## src/rtl/wallace_mul_pkg.sv

```systemverilog
// Shared constants and elaboration helpers for the pipelined
// Wallace multiplier (optional accumulator: MUL_ACC_EN).
package wallace_mul_pkg;

  localparam int DEF_WIDTH     = 8;
  localparam int DEF_STAGES    = 3;
  localparam int DEF_ACC_GUARD = 8;
  localparam int MAX_WIDTH     = 32;

  typedef logic [5:0] col_cnt_t [2*MAX_WIDTH];

  // Tallest Baugh-Wooley column, including the two constant ones
  function automatic int max_height(input int w);
    col_cnt_t h;
    int       m;
    m = 0;
    for (int c = 0; c < 2*MAX_WIDTH; c++) begin
      h[c] = '0;
      for (int j = 0; j < w; j++)
        if (c - j >= 0 && c - j < w) h[c] = h[c] + 6'd1;
      if (c == w || c == 2*w - 1) h[c] = h[c] + 6'd1;
      if (int'(h[c]) > m) m = int'(h[c]);
    end
    return m;
  endfunction

  function automatic int reduce_rows(input int n);
    return (n <= 2) ? n : 2*(n/3) + n%3;
  endfunction

  function automatic int rows_after(input int w, input int k);
    int n;
    n = w;
    for (int i = 0; i < k; i++) n = reduce_rows(n);
    return n;
  endfunction

  function automatic int num_levels(input int w);
    int n;
    int l;
    n = max_height(w);
    l = 0;
    while (n > 2) begin
      n = reduce_rows(n);
      l++;
    end
    return l;
  endfunction

  // Reduction levels completed by the end of segment s
  function automatic int lvl_end(input int s, input int lvls,
                                 input int stages);
    if (stages > lvls) return (s + 1 < lvls) ? s + 1 : lvls;
    return ((s + 1) * lvls) / stages;
  endfunction

  function automatic int cpa_seg(input int lvls, input int stages);
    return ((stages < lvls) ? stages : lvls) - 1;
  endfunction

endpackage

```

## src/rtl/wallace_csa_row.sv

```systemverilog
// One 3:2 carry-save reduction level applied across all columns.
module wallace_csa_row #(
  parameter int W = 16
) (
  input  logic [W-1:0] x,
  input  logic [W-1:0] y,
  input  logic [W-1:0] z,
  output logic [W-1:0] s,
  output logic [W-1:0] c
);

  always_comb begin
    s = x ^ y ^ z;
    c = '0;
    for (int i = 1; i < W; i++)
      c[i] = (x[i-1] & y[i-1]) | (x[i-1] & z[i-1]) |
             (y[i-1] & z[i-1]);
  end

endmodule

```

## src/rtl/wallace_mul_pipe.sv

```systemverilog
// Pipelined signed/unsigned Wallace multiplier with global stall.
// Define MUL_ACC_EN to add the dot-product accumulator.
module wallace_mul_pipe
  import wallace_mul_pkg::*;
#(
  parameter int WIDTH     = DEF_WIDTH,
  parameter int STAGES    = DEF_STAGES,
  parameter int ACC_GUARD = DEF_ACC_GUARD
) (
  input  logic               clk,
  input  logic               rst,
  input  logic               in_valid,
  output logic               in_ready,
  input  logic [WIDTH-1:0]   a,
  input  logic [WIDTH-1:0]   b,
  input  logic               is_signed,
  output logic               out_valid,
  input  logic               out_ready,
  output logic [2*WIDTH-1:0] result
`ifdef MUL_ACC_EN
  ,
  input  logic               in_last,
  output logic               acc_valid,
  output logic [2*WIDTH+ACC_GUARD-1:0] acc_result
`endif
);

  localparam int W2      = 2 * WIDTH;
  localparam int LVLS    = num_levels(WIDTH);
  localparam int CPA_SEG = cpa_seg(LVLS, STAGES);

  typedef logic [WIDTH-1:0][W2-1:0] rows_t;

  rows_t             pp;
  rows_t             seg_out [STAGES];
  rows_t             stg_q   [STAGES];
  rows_t             stg_d   [STAGES];
  logic [STAGES-1:0] vld_q;
  logic [STAGES-1:0] vld_d;
  logic              advance;
  logic              unused_rows;

  assign out_valid   = vld_q[STAGES-1];
  assign advance     = out_ready | ~out_valid;
  assign in_ready    = advance;
  assign result      = stg_q[STAGES-1][0];
  assign unused_rows = ^stg_q[STAGES-1][WIDTH-1:1];

  // Baugh-Wooley: one array serves both signed and unsigned
  always_comb begin
    pp = '0;
    for (int j = 0; j < WIDTH; j++)
      for (int i = 0; i < WIDTH; i++)
        pp[j][i+j] = (a[i] & b[j]) ^
          (is_signed & ((i == WIDTH-1) != (j == WIDTH-1)));
    pp[0][WIDTH]      = is_signed;
    pp[WIDTH-1][W2-1] = is_signed;
  end

  for (genvar s = 0; s < STAGES; s++) begin : g_seg
    localparam int LB =
      (s == 0) ? 0 : lvl_end(s - 1, LVLS, STAGES);
    localparam int LE = lvl_end(s, LVLS, STAGES);

    rows_t seg_in;
    rows_t seg_mid;

    if (s == 0) begin : g_in_pp
      assign seg_in = pp;
    end else begin : g_in_reg
      assign seg_in = stg_q[s-1];
    end

    for (genvar k = LB + 1; k <= LE; k++) begin : g_lvl
      localparam int NI = rows_after(WIDTH, k - 1);
      localparam int NG = NI / 3;
      localparam int NR = NI - 3 * NG;
      localparam int NO = rows_after(WIDTH, k);

      rows_t li;
      rows_t lo;

      if (k == LB + 1) begin : g_first
        assign li = seg_in;
      end else begin : g_chain
        assign li = g_lvl[k-1].lo;
      end

      for (genvar t = 0; t < NG; t++) begin : g_csa
        wallace_csa_row #(.W(W2)) u_row (
          .x(li[3*t]),
          .y(li[3*t+1]),
          .z(li[3*t+2]),
          .s(lo[2*t]),
          .c(lo[2*t+1])
        );
      end

      for (genvar r = 0; r < NR; r++) begin : g_pass
        assign lo[2*NG+r] = li[3*NG+r];
      end

      for (genvar r = NO; r < WIDTH; r++) begin : g_zero
        assign lo[r] = '0;
      end

      if (NI < WIDTH) begin : g_idle
        logic unused_li;
        assign unused_li = ^li[WIDTH-1:NI];
      end
    end

    if (LE > LB) begin : g_mid
      assign seg_mid = g_lvl[LE].lo;
    end else begin : g_bypass
      assign seg_mid = seg_in;
    end

    // Product lands in row 0; later stages just carry it
    if (s == CPA_SEG) begin : g_cpa
      logic [W2-1:0] sum;
      logic          unused_cpa;
      assign sum        = seg_mid[0] + seg_mid[1];
      assign unused_cpa = ^seg_mid[WIDTH-1:2];
      assign seg_out[s] = {{((WIDTH-1)*W2){1'b0}}, sum};
    end else begin : g_thru
      assign seg_out[s] = seg_mid;
    end
  end

  always_comb begin
    vld_d = vld_q;
    stg_d = stg_q;
    if (advance) begin
      vld_d[0] = in_valid;
      for (int s = 1; s < STAGES; s++) vld_d[s] = vld_q[s-1];
      for (int s = 0; s < STAGES; s++) stg_d[s] = seg_out[s];
    end
  end

  always_ff @(posedge clk) begin
    if (rst) begin
      vld_q <= '0;
      stg_q <= '{default: '0};
    end else begin
      vld_q <= vld_d;
      stg_q <= stg_d;
    end
  end

`ifdef MUL_ACC_EN
  localparam int AW = W2 + ACC_GUARD;

  logic [STAGES-1:0] sgn_q;
  logic [STAGES-1:0] sgn_d;
  logic [STAGES-1:0] last_q;
  logic [STAGES-1:0] last_d;
  logic [AW-1:0]     acc_q;
  logic [AW-1:0]     acc_d;
  logic [AW-1:0]     accr_q;
  logic [AW-1:0]     accr_d;
  logic [AW-1:0]     prod_ext;
  logic [AW-1:0]     acc_sum;
  logic              accv_q;
  logic              accv_d;
  logic              out_hs;

  assign out_hs     = out_valid & out_ready;
  assign prod_ext   =
    {{ACC_GUARD{sgn_q[STAGES-1] & result[W2-1]}}, result};
  assign acc_sum    = acc_q + prod_ext;
  assign acc_valid  = accv_q;
  assign acc_result = accr_q;

  always_comb begin
    sgn_d  = sgn_q;
    last_d = last_q;
    acc_d  = acc_q;
    accr_d = accr_q;
    accv_d = 1'b0;
    if (advance) begin
      sgn_d[0]  = is_signed;
      last_d[0] = in_last;
      for (int s = 1; s < STAGES; s++) begin
        sgn_d[s]  = sgn_q[s-1];
        last_d[s] = last_q[s-1];
      end
    end
    if (out_hs) begin
      if (last_q[STAGES-1]) begin
        acc_d  = '0;
        accr_d = acc_sum;
        accv_d = 1'b1;
      end else begin
        acc_d = acc_sum;
      end
    end
  end

  always_ff @(posedge clk) begin
    if (rst) begin
      sgn_q  <= '0;
      last_q <= '0;
      acc_q  <= '0;
      accr_q <= '0;
      accv_q <= 1'b0;
    end else begin
      sgn_q  <= sgn_d;
      last_q <= last_d;
      acc_q  <= acc_d;
      accr_q <= accr_d;
      accv_q <= accv_d;
    end
  end
`else
  localparam int unused_acc_guard = ACC_GUARD;
`endif

endmodule

```

## config.mk

```make
export PLATFORM = sky130hd
export DESIGN_NAME = wallace_mul_pipe
export DESIGN_NICKNAME = d
export VERILOG_FILES = /design/src/rtl/wallace_mul_pkg.sv /design/src/rtl/wallace_csa_row.sv /design/src/rtl/wallace_mul_pipe.sv
export SDC_FILE = /design/constraint.sdc
export NUM_CORES = 1
export LEC_CHECK = 0
export ABC_AREA = 1
export CAP_MARGIN = 40
export CELL_PAD_IN_SITES_DETAIL_PLACEMENT = 1
export CELL_PAD_IN_SITES_GLOBAL_PLACEMENT = 1
export CORE_ASPECT_RATIO = 1.2
export CORE_MARGIN = 2
export CORE_UTILIZATION = 47
export CTS_CLUSTER_SIZE = 8
export DETAILED_ROUTE_END_ITERATION = 16
export PLACE_DENSITY = 0.81
export SETUP_SLACK_MARGIN = 0.02
export SYNTH_ARGS = -nofsm -noshare
export SYNTH_HDL_FRONTEND = slang
export SYNTH_HIERARCHICAL = 1
export SYNTH_SLANG_ARGS = --single-unit
```

## constraint.sdc

```tcl
create_clock -name clk -period 3.4 [get_ports clk]
set_clock_uncertainty 0.1 [all_clocks]
set_input_delay 0.85 -clock clk [delete_from_list [all_inputs] [get_ports clk]]
set_output_delay 0.85 -clock clk [all_outputs]
set_load 0.005 [all_outputs]
```

Word level (Yosys, flattened, before mapping)

Cells that the tools add are included.

Flip-flop bits (word level): 139
Bits in latches: 0
Bits in writable memories: 0
ROM bits: 0
Output and inout bits: 18
Word-level logic and storage cells: 369
Memories: 0

$add $sub $neg: 1
Multiply operators: 0
Div/mod/pow operators: 0
$lt $le $gt $ge: 0
Equal/unequal tests: 0
Shift-type cells: 0
Mux-type cells: 0
Bitwise operators: 356
Reductions and logical operators: 0

Operators by type and width:

| cell                                    | number |
|---|---|
| 1-bit AND                               | 230 |
| 1-bit bitwise OR                        | 99 |
| 16-bit XOR                              | 5 |
| 16-bit by 10-bit XOR with 16-bit output | 2 |
| 16-bit adder                            | 1 |
| 16-bit by 13-bit XOR with 16-bit output | 1 |
| 16-bit by 15-bit XOR with 16-bit output | 1 |
| 1-bit XOR                               | 14 |
| 13-bit by 14-bit XOR with 14-bit output | 1 |
| 11-bit by 12-bit XOR with 12-bit output | 1 |
| 9-bit XOR                               | 1 |
| 1-bit inverter                          | 1 |

Logic depth before layout (Yosys ltp)

Gate-level depths: netlist of run 1.

Depth after elaboration: 7
Gate-level depth with buffers: 16

Cells and area by module

The synthesis of run 1 kept the hierarchy.

Modules (own cells, without submodules):

| module           | instances | cells an instance | area an instance (um^2) | sequential area each (um^2) |
|---|---|---|---|---|
| wallace_mul_pipe | 1         | 1023              | 7139.3                  | 3283.1 |
| wallace_csa_row  | 6         | 26                | 346.6                   | 0.0 |

Least setup slack after synthesis of run 1

Ideal clock, no wire load.

Path type: reg2reg
Start: register stg_q (netlist bit g_seg[2].g_lvl[3].li[17])
End: register stg_q (netlist bit result[8])
Library setup time: 109 ps
Data arrival time: 2378 ps
Slack: 813 ps
Cell stages (with the launch flop): 13
Path buffers: 0
Clock period less this slack: 2587 ps
Path through: dfxtp_1 -> fa_1 -> fa_1 -> fa_1 -> nand2_1 -> nand2_1 -> and2_4 -> nand2_2 -> nand2_2 -> xnor2_1 -> nand2_1 -> nand2_1 -> inv_1

RTL lines:

| what                   | line                    | RTL |
|---|---|---|
| start, declared        | wallace_mul_pipe.sv:36  | `rows_t stg_q [STAGES];` |
| start signal, assigned | wallace_mul_pipe.sv:147 | `stg_q <= stg_d;` |

Worst setup path in the final report of run 1

Start: input out_ready
End: output in_ready

Word-level cells in the longest chain between the ends: 1

Ends and longest elaborated chain:

| what             | line                   | RTL |
|---|---|---|
| start, declared  | wallace_mul_pipe.sv:18 | `input logic out_ready,` |
| 1-bit bitwise OR | wallace_mul_pipe.sv:44 | `assign advance = out_ready \| ~out_valid;` |
| end, declared    | wallace_mul_pipe.sv:13 | `output logic in_ready,` |

No other way between the ends.

==> results of run 1 <==
cells by family after synthesis:
logic type,after synthesis
AO/OA/AOI/OAI,194
XOR/XNOR,21
adder cells (fa/ha/maj),106
buffers and inverters,201
flip-flops,164
other,7
AND/OR/NAND/NOR,486
per-layer routing:
layer	wire, um	vias to the layer above	GRT usage	part of all wire
met4	272	0	0.0647	0.012
met2	12000	79	0.438	0.53
met3	438	24	0.0415	0.019
met1	9960	3626	0.275	0.44
met5	0	-	0	0
li1	-	3643	-	-
synthesized netlist by cell type, drive strengths merged:
cell type  number  area share
nor2          281        0.11
nand2         172       0.071
nand3b          1     0.00081
clkinv          1     0.00041
nand4           1     0.00068
ha             15       0.020
and2            1     0.00095
nor3            3      0.0027
dfxtp         164        0.36
o21ai         162       0.088
a21oi          27       0.015
o21bai          4      0.0033
or2             1     0.00068
xnor2           3      0.0029
inv           124       0.050
buf            31       0.021
o211ai          1     0.00081
fa             91        0.20
conb            7      0.0029
xor2           18       0.017
nand3          26       0.015
clkbuf         45       0.018
how the worst min path moves through the flow:
stage / depth (start not counted) / endpoint
CTS: 2 / vld_q[1]
global placement: 2 / vld_q[1]
global route: 2 / vld_q[1]
finish: 2 / vld_q[1]
floorplan: 2 / vld_q[1]
detailed placement: 2 / vld_q[2]
worst max-delay path: stages:
cell             delay [ns]
clkdlybuf4s50_1        0.48
nor2_4                 0.22
inv_4                  0.06
clkdlybuf4s50_1        0.46
through the flow:
step / area (um^2) / cells / hold slack, ns / total power (W) / util
after global placement: 9910 / 1476 / 0.343 / 0.00401 / 0.511
after detailed placement: 9910 / 1476 / 0.363 / 0.00408 / 0.511
after floorplan: 9470 / 1247 / 0.330 / 0.00350 / -
final: 10500 / 1506 / 0.375 / 0.00609 / 0.542
after global routing: 10500 / 1506 / 0.401 / 0.00652 / 0.542
after CTS: 10500 / 1506 / 0.375 / 0.00615 / 0.542
power breakdown:
group,internal (W),total [W],switching [W]
clock network,0.00124,0.00202,0.000783
logic,0.000725,0.00171,0.000981
registers,0.00218,0.00236,0.000181
total,0.00414,0.00609,0.00195
registers in the layout, indices dropped and copies added, names as in the netlist:
signal,count
g_seg.g_lvl.li,145
vld_q,3
result,16
final cells by class:
class	count	area (um^2)	area share
multi-input cells	882	5370	0.510
flip-flops and latches	164	3280	0.312
inverters	125	473	0.0450
repair buffers	44	463	0.0440
clock buffers	21	450	0.0428
well taps	261	327	0.0310
clock inverters	9	154	0.0146
==> results.md, run 1 <==
* Max Cap Viol at 0
* Worst Tran Pin Value at 0.830 ns
* Most frequent cells in the layout: 280 x nor2_1, 169 x nand2_1, 164 x dfxtp_1
* Max-Slew Margin vs Limit at 0.447
* Initial DRC Count at 364
* Clock transition at path regs at 0.06 ns
* Main combinational cell family by area after synthesis: adder cells
* Starting density of the core at 0.475
* Setup Fix Bufs, Post-CTS at 0
* Post-Syn Area per Cell at 7.82 um^2
* Synth unique cells at 30
* PwrDens at 579 mW/mm^2
* Synth Area in Simple Gates at 0.207
* Grt ovf at 0
* Synth Area in Compound Gates at 0.107
* Setup crit start: out_ready
* Post-CTS sizing at 0
* Yosys warnings at 6
* Yosys reg bits at 164
* Largest net degree at the start of global routing at 183
* Number of max-slew violations in the final report at 0
* P_leak at 5.53 nW
* Fin crit share at 0.887
* Antenna violations before repair at 0
* Die Y at 157 um
* Worst-path fanout max at 2
* Critical Path AT at 2.06 ns
* CTS tree: done
* Worst reg2reg endpoint: result[14]
* Syn Std Cell Area at 0.00922 mm^2
* Vias in the first global route at 7958
* GRT Resource Usage Total at 0.234
* 1st-pass router iterations at 4
* Area Overhead vs Synth at 14.1%
* Maximum VDD drop at 383 uV
* CP Class: input pin to output pin
* Port bufs at 38
* Final setup viols at 0
* Num rows at 56
* Commonest non-fill, non-tap cell in the layout: nor2_1
* Share of cells above drive strength 1 at 0.0361
* Mux contribution to synthesized area at 0
* Ports at 39
* Clock Latency Late Sink at 0.43 ns
* Detail Route Antenna Nets at 0
* Final-report hold violation count at 0
* HP Class: flop to flop
* Worst r2r path cells at 13
* Net count, final at 1361
* Total Wirelength at 22.7 mm
* Crit path required time at 2.45 ns
* RSZ-0062 raised after global routing: false
* Inserted Clock Buffers at 17
* Post-Synth Adder-Cell Area at 0.218
* Fillers at 2433
* Drt drc at 0
* Status: finished, final reports clean
* Flop2flop setup slack at 0.56 ns
* Number of antenna cells inserted at 0
* Xor/xnor share of the synthesized area at 0.0200
* H-tree levels at 4
* Cts hold-fix bufs at 0
* Fmax at 0.332 GHz
* Instance count of the mapped netlist at 1179
* CP startpoint kind: input pin
* CTS Sinks at 164
* Clock buffer depth at 2
* Routed vias at 7372
* Routability congestion estimate at 0.797
* Critical path capture point type: output pin
* Min Clock Period, post-route at 3.01 ns
* CP Capture Point: in_ready
* R2r startpoint: g_seg[2].g_lvl[3].li[17]
* Routed length per instance at 15.1 um
* Root buf cell: clkbuf_16
* Final setup TNS at 0 ns
* Core area at 0.0194 mm^2
* Final HPWL DP at 14.9 mm
* Register area share after synthesis at 0.356
* Die footprint at 0.0208 mm^2
* Place WS at 0.443 ns
* First-pass GRT wire length at 38.4 mm
* Hold path start: vld_q[1]
* Routed vias/inst at 4.90
* Final WS setup at 0.385 ns
* Die width at 132 um
No activity file was read; power rests on OpenSTA's default activity.
==> inputs of run 2 (changes only) <==
--- a/config.mk
+++ b/config.mk
@@ -14,7 +14,8 @@
 export CORE_UTILIZATION = 47
 export CTS_CLUSTER_SIZE = 8
 export DETAILED_ROUTE_END_ITERATION = 16
-export PLACE_DENSITY = 0.81
+export GPL_TIMING_DRIVEN = 0
+export PLACE_DENSITY = 0.89
 export SETUP_SLACK_MARGIN = 0.02
 export SYNTH_ARGS = -nofsm -noshare
 export SYNTH_HDL_FRONTEND = slang
==> results.md, run 2 (same netlist as run 1, synthesis figures left out) <==
* Status: finished, final reports clean
* Slowest cell on crit path: clkdlybuf4s50_1
* CP Cell Sequence: clkdlybuf4s50_1, nor2_2, inv_2, buf_4, clkdlybuf4s50_1
* Min Clock Period, post-route at 3.21 ns (+0.193 ns)
* Most frequent cells in the layout: 280 x nor2_1, 169 x nand2_1, 164 x dfxtp_1
* Final HPWL DP at 22.3 mm (+50%)
* HP Class: flop to flop
* Routed vias at 8091 (+9.8%)
* Routed vias/inst at 5.18 (+5.8%)
* Flop2flop setup slack at 0.54 ns (-0.02 ns)
* WP buf/inv at 4 (+1)
* Commonest non-fill, non-tap cell in the layout: nor2_1
* Met3 usage at 0.0586 (+0.0171)
* Detail Route Antenna Nets at 0 (unchanged)
* CP top delay family: buffers and inverters
* Critical path capture point type: output pin
* Largest register FFs at 145 (unchanged)
* Cell mode on critical path: clkdlybuf4s50_1
* Starting density of the core at 0.475 (unchanged)
* Setup Fix Bufs, Post-CTS at 0 (unchanged)
* Antenna violations before repair at 2 (+2)
* Post-CTS sizing at 0 (unchanged)
* R2r startpoint: g_seg[2].g_lvl[3].li[16]
* Met1 Use GR at 0.316 (+0.0417)
* Fmax at 0.312 GHz (-6.0%)
* Initial DRC Count at 400 (+9.9%)
* Area Overhead vs Synth at 15.5%
* P_leak at 5.61 nW (+1.4%)
* Fin crit share at 0.943 (+0.0568)
* Routability congestion estimate at 0.871 (+9.4%)
* Die footprint at 0.0208 mm^2 (unchanged)
* Port bufs at 22 (-42%)
* Place WS at -0.00661 ns (-0.450 ns)
* Die width at 132 um (unchanged)
* Final setup viols at 0 (unchanged)
* Final WS setup at 0.192 ns (-0.193 ns)
* Worst Tran Pin Value at 0.776 ns (-0.0538 ns)
* Die Y at 157 um (unchanged)
* Critical Path Stages at 5 (+1)
* Vias in the first global route at 8932 (+12%)
* Maximum VDD drop at 393 uV (+2.5%)
* First-pass GRT wire length at 47.1 mm (+23%)
* WHS at 0.385 ns (+0.0107 ns)
* CTS Sinks at 164 (unchanged)
* CTS tree: done
* CP Capture Point: in_ready
* Inserted Clock Buffers at 17 (unchanged)
* Setup crit start: out_ready
* RSZ-0062 raised after global routing: false
* Routed length per instance at 19.1 um (+27%)
* Number of max-slew violations in the final report at 0 (unchanged)
* 1st-pass router iterations at 5 (+1)
* Net count, final at 1414 (+3.9%)
* Critical Path AT at 2.26 ns (+0.20 ns)
* Clock Latency Late Sink at 0.45 ns (+0.02 ns)
* Gr busiest metal: met2
* Core area at 0.0194 mm^2 (unchanged)
* Ports at 39 (unchanged)
* Worst reg2reg endpoint: result[14]
* Max-Slew Margin vs Limit at 0.482 (+0.0359)
* Clock transition at path regs at 0.07 ns (about the same)
* M2 GR Usage at 0.560 (+0.122)
* Cts hold-fix bufs at 0 (unchanged)
* Root buf cell: clkbuf_16
* Drt drc at 0 (unchanged)
* Num rows at 56 (unchanged)
* Total Wirelength at 29.9 mm (+32%)
* Largest net degree at the start of global routing at 20 (-89%)
* Grt ovf at 0 (unchanged)
* Max Cap Viol at 0 (unchanged)
* Clock buffer depth at 2 (unchanged)
* H-tree levels at 4 (unchanged)
* CP Class: input pin to output pin
* Crit path required time at 2.45 ns (about the same)
* PwrDens at 591 mW/mm^2 (+2.0%)
* CP startpoint kind: input pin
* Worst-path fanout max at 19 (+17)
* CP max stage delay at 0.56 ns (+0.08 ns)
* Final-report hold violation count at 0 (unchanged)
* Share of cells above drive strength 1 at 0.0562 (+0.0200)
* GRT Resource Usage Total at 0.302 (+0.0688)
* Worst r2r path cells at 13 (unchanged)
[run 2: worst register-to-register path, stage by stage (launching register included)]
cell	delay [ns]
dfxtp_1	0.34
fa_1	0.49
fa_1	0.55
fa_1	0.48
nand2_1	0.09
nand2_1	0.07
nand3b_1	0.10
nand2_1	0.11
nand2_1	0.13
nand2_1	0.07
nand2_1	0.07
nand3_1	0.07
nand2_1	0.07
inv_1	0.03
[run 2: cell type report]
| class | instances | area (um^2) |
|---|---|---|
| Multi-Input combinational cell | 882 | 5360 |
| Fill cell | 2488 | 8760 |
| Buffer | 75 | 354 |
| Tap cell | 261 | 327 |
| Timing Repair Buffer | 22 | 220 |
| Clock buffer | 18 | 439 |
| Antenna cell | 2 | 5.00 |
| Sequential cell | 164 | 3280 |
| Inverter | 125 | 469 |
| Clock inverter | 14 | 190 |
[run 2: worst min path at each step]
stage                     depth (start not counted)  startpoint       end  slack [ns]
after global placement                            2    vld_q[1]  vld_q[1]        0.35
after detailed placement                          2    vld_q[1]  vld_q[1]        0.36
after global routing                              2    vld_q[1]  vld_q[2]        0.41
after floorplan                                   2    vld_q[1]  vld_q[1]        0.33
after CTS                                         2    vld_q[1]  vld_q[1]        0.37
final                                             2    vld_q[1]  vld_q[1]        0.39
[run 2: metrics by stage]
step	instance area, um^2	utilization	total power [W]	cells	setup TNS (ns)
5_1_grt	10600	0.548	0.00665	1561	0
6_report	10700	0.549	0.00629	1563	0
4_1_cts	10600	0.548	0.00627	1561	0
3_3_place_gp	10000	0.516	0.00404	1530	0
3_5_place_dp	10000	0.516	0.00417	1530	-0.00661
2_1_floorplan	9470	-	0.00350	1247	0
[run 2: metal layers]
metal,wire [um],share of wire
met1,11100,0.37
met2,15600,0.52
met3,1350,0.045
met4,1810,0.061
met5,0,0
[run 2: report_power, final]
group / switching [W] / internal, W
Sequential: 0.000201 / 0.00218
Clock: 0.000891 / 0.00120
Combinational: 0.00107 / 0.000749
Total: 0.00217 / 0.00412
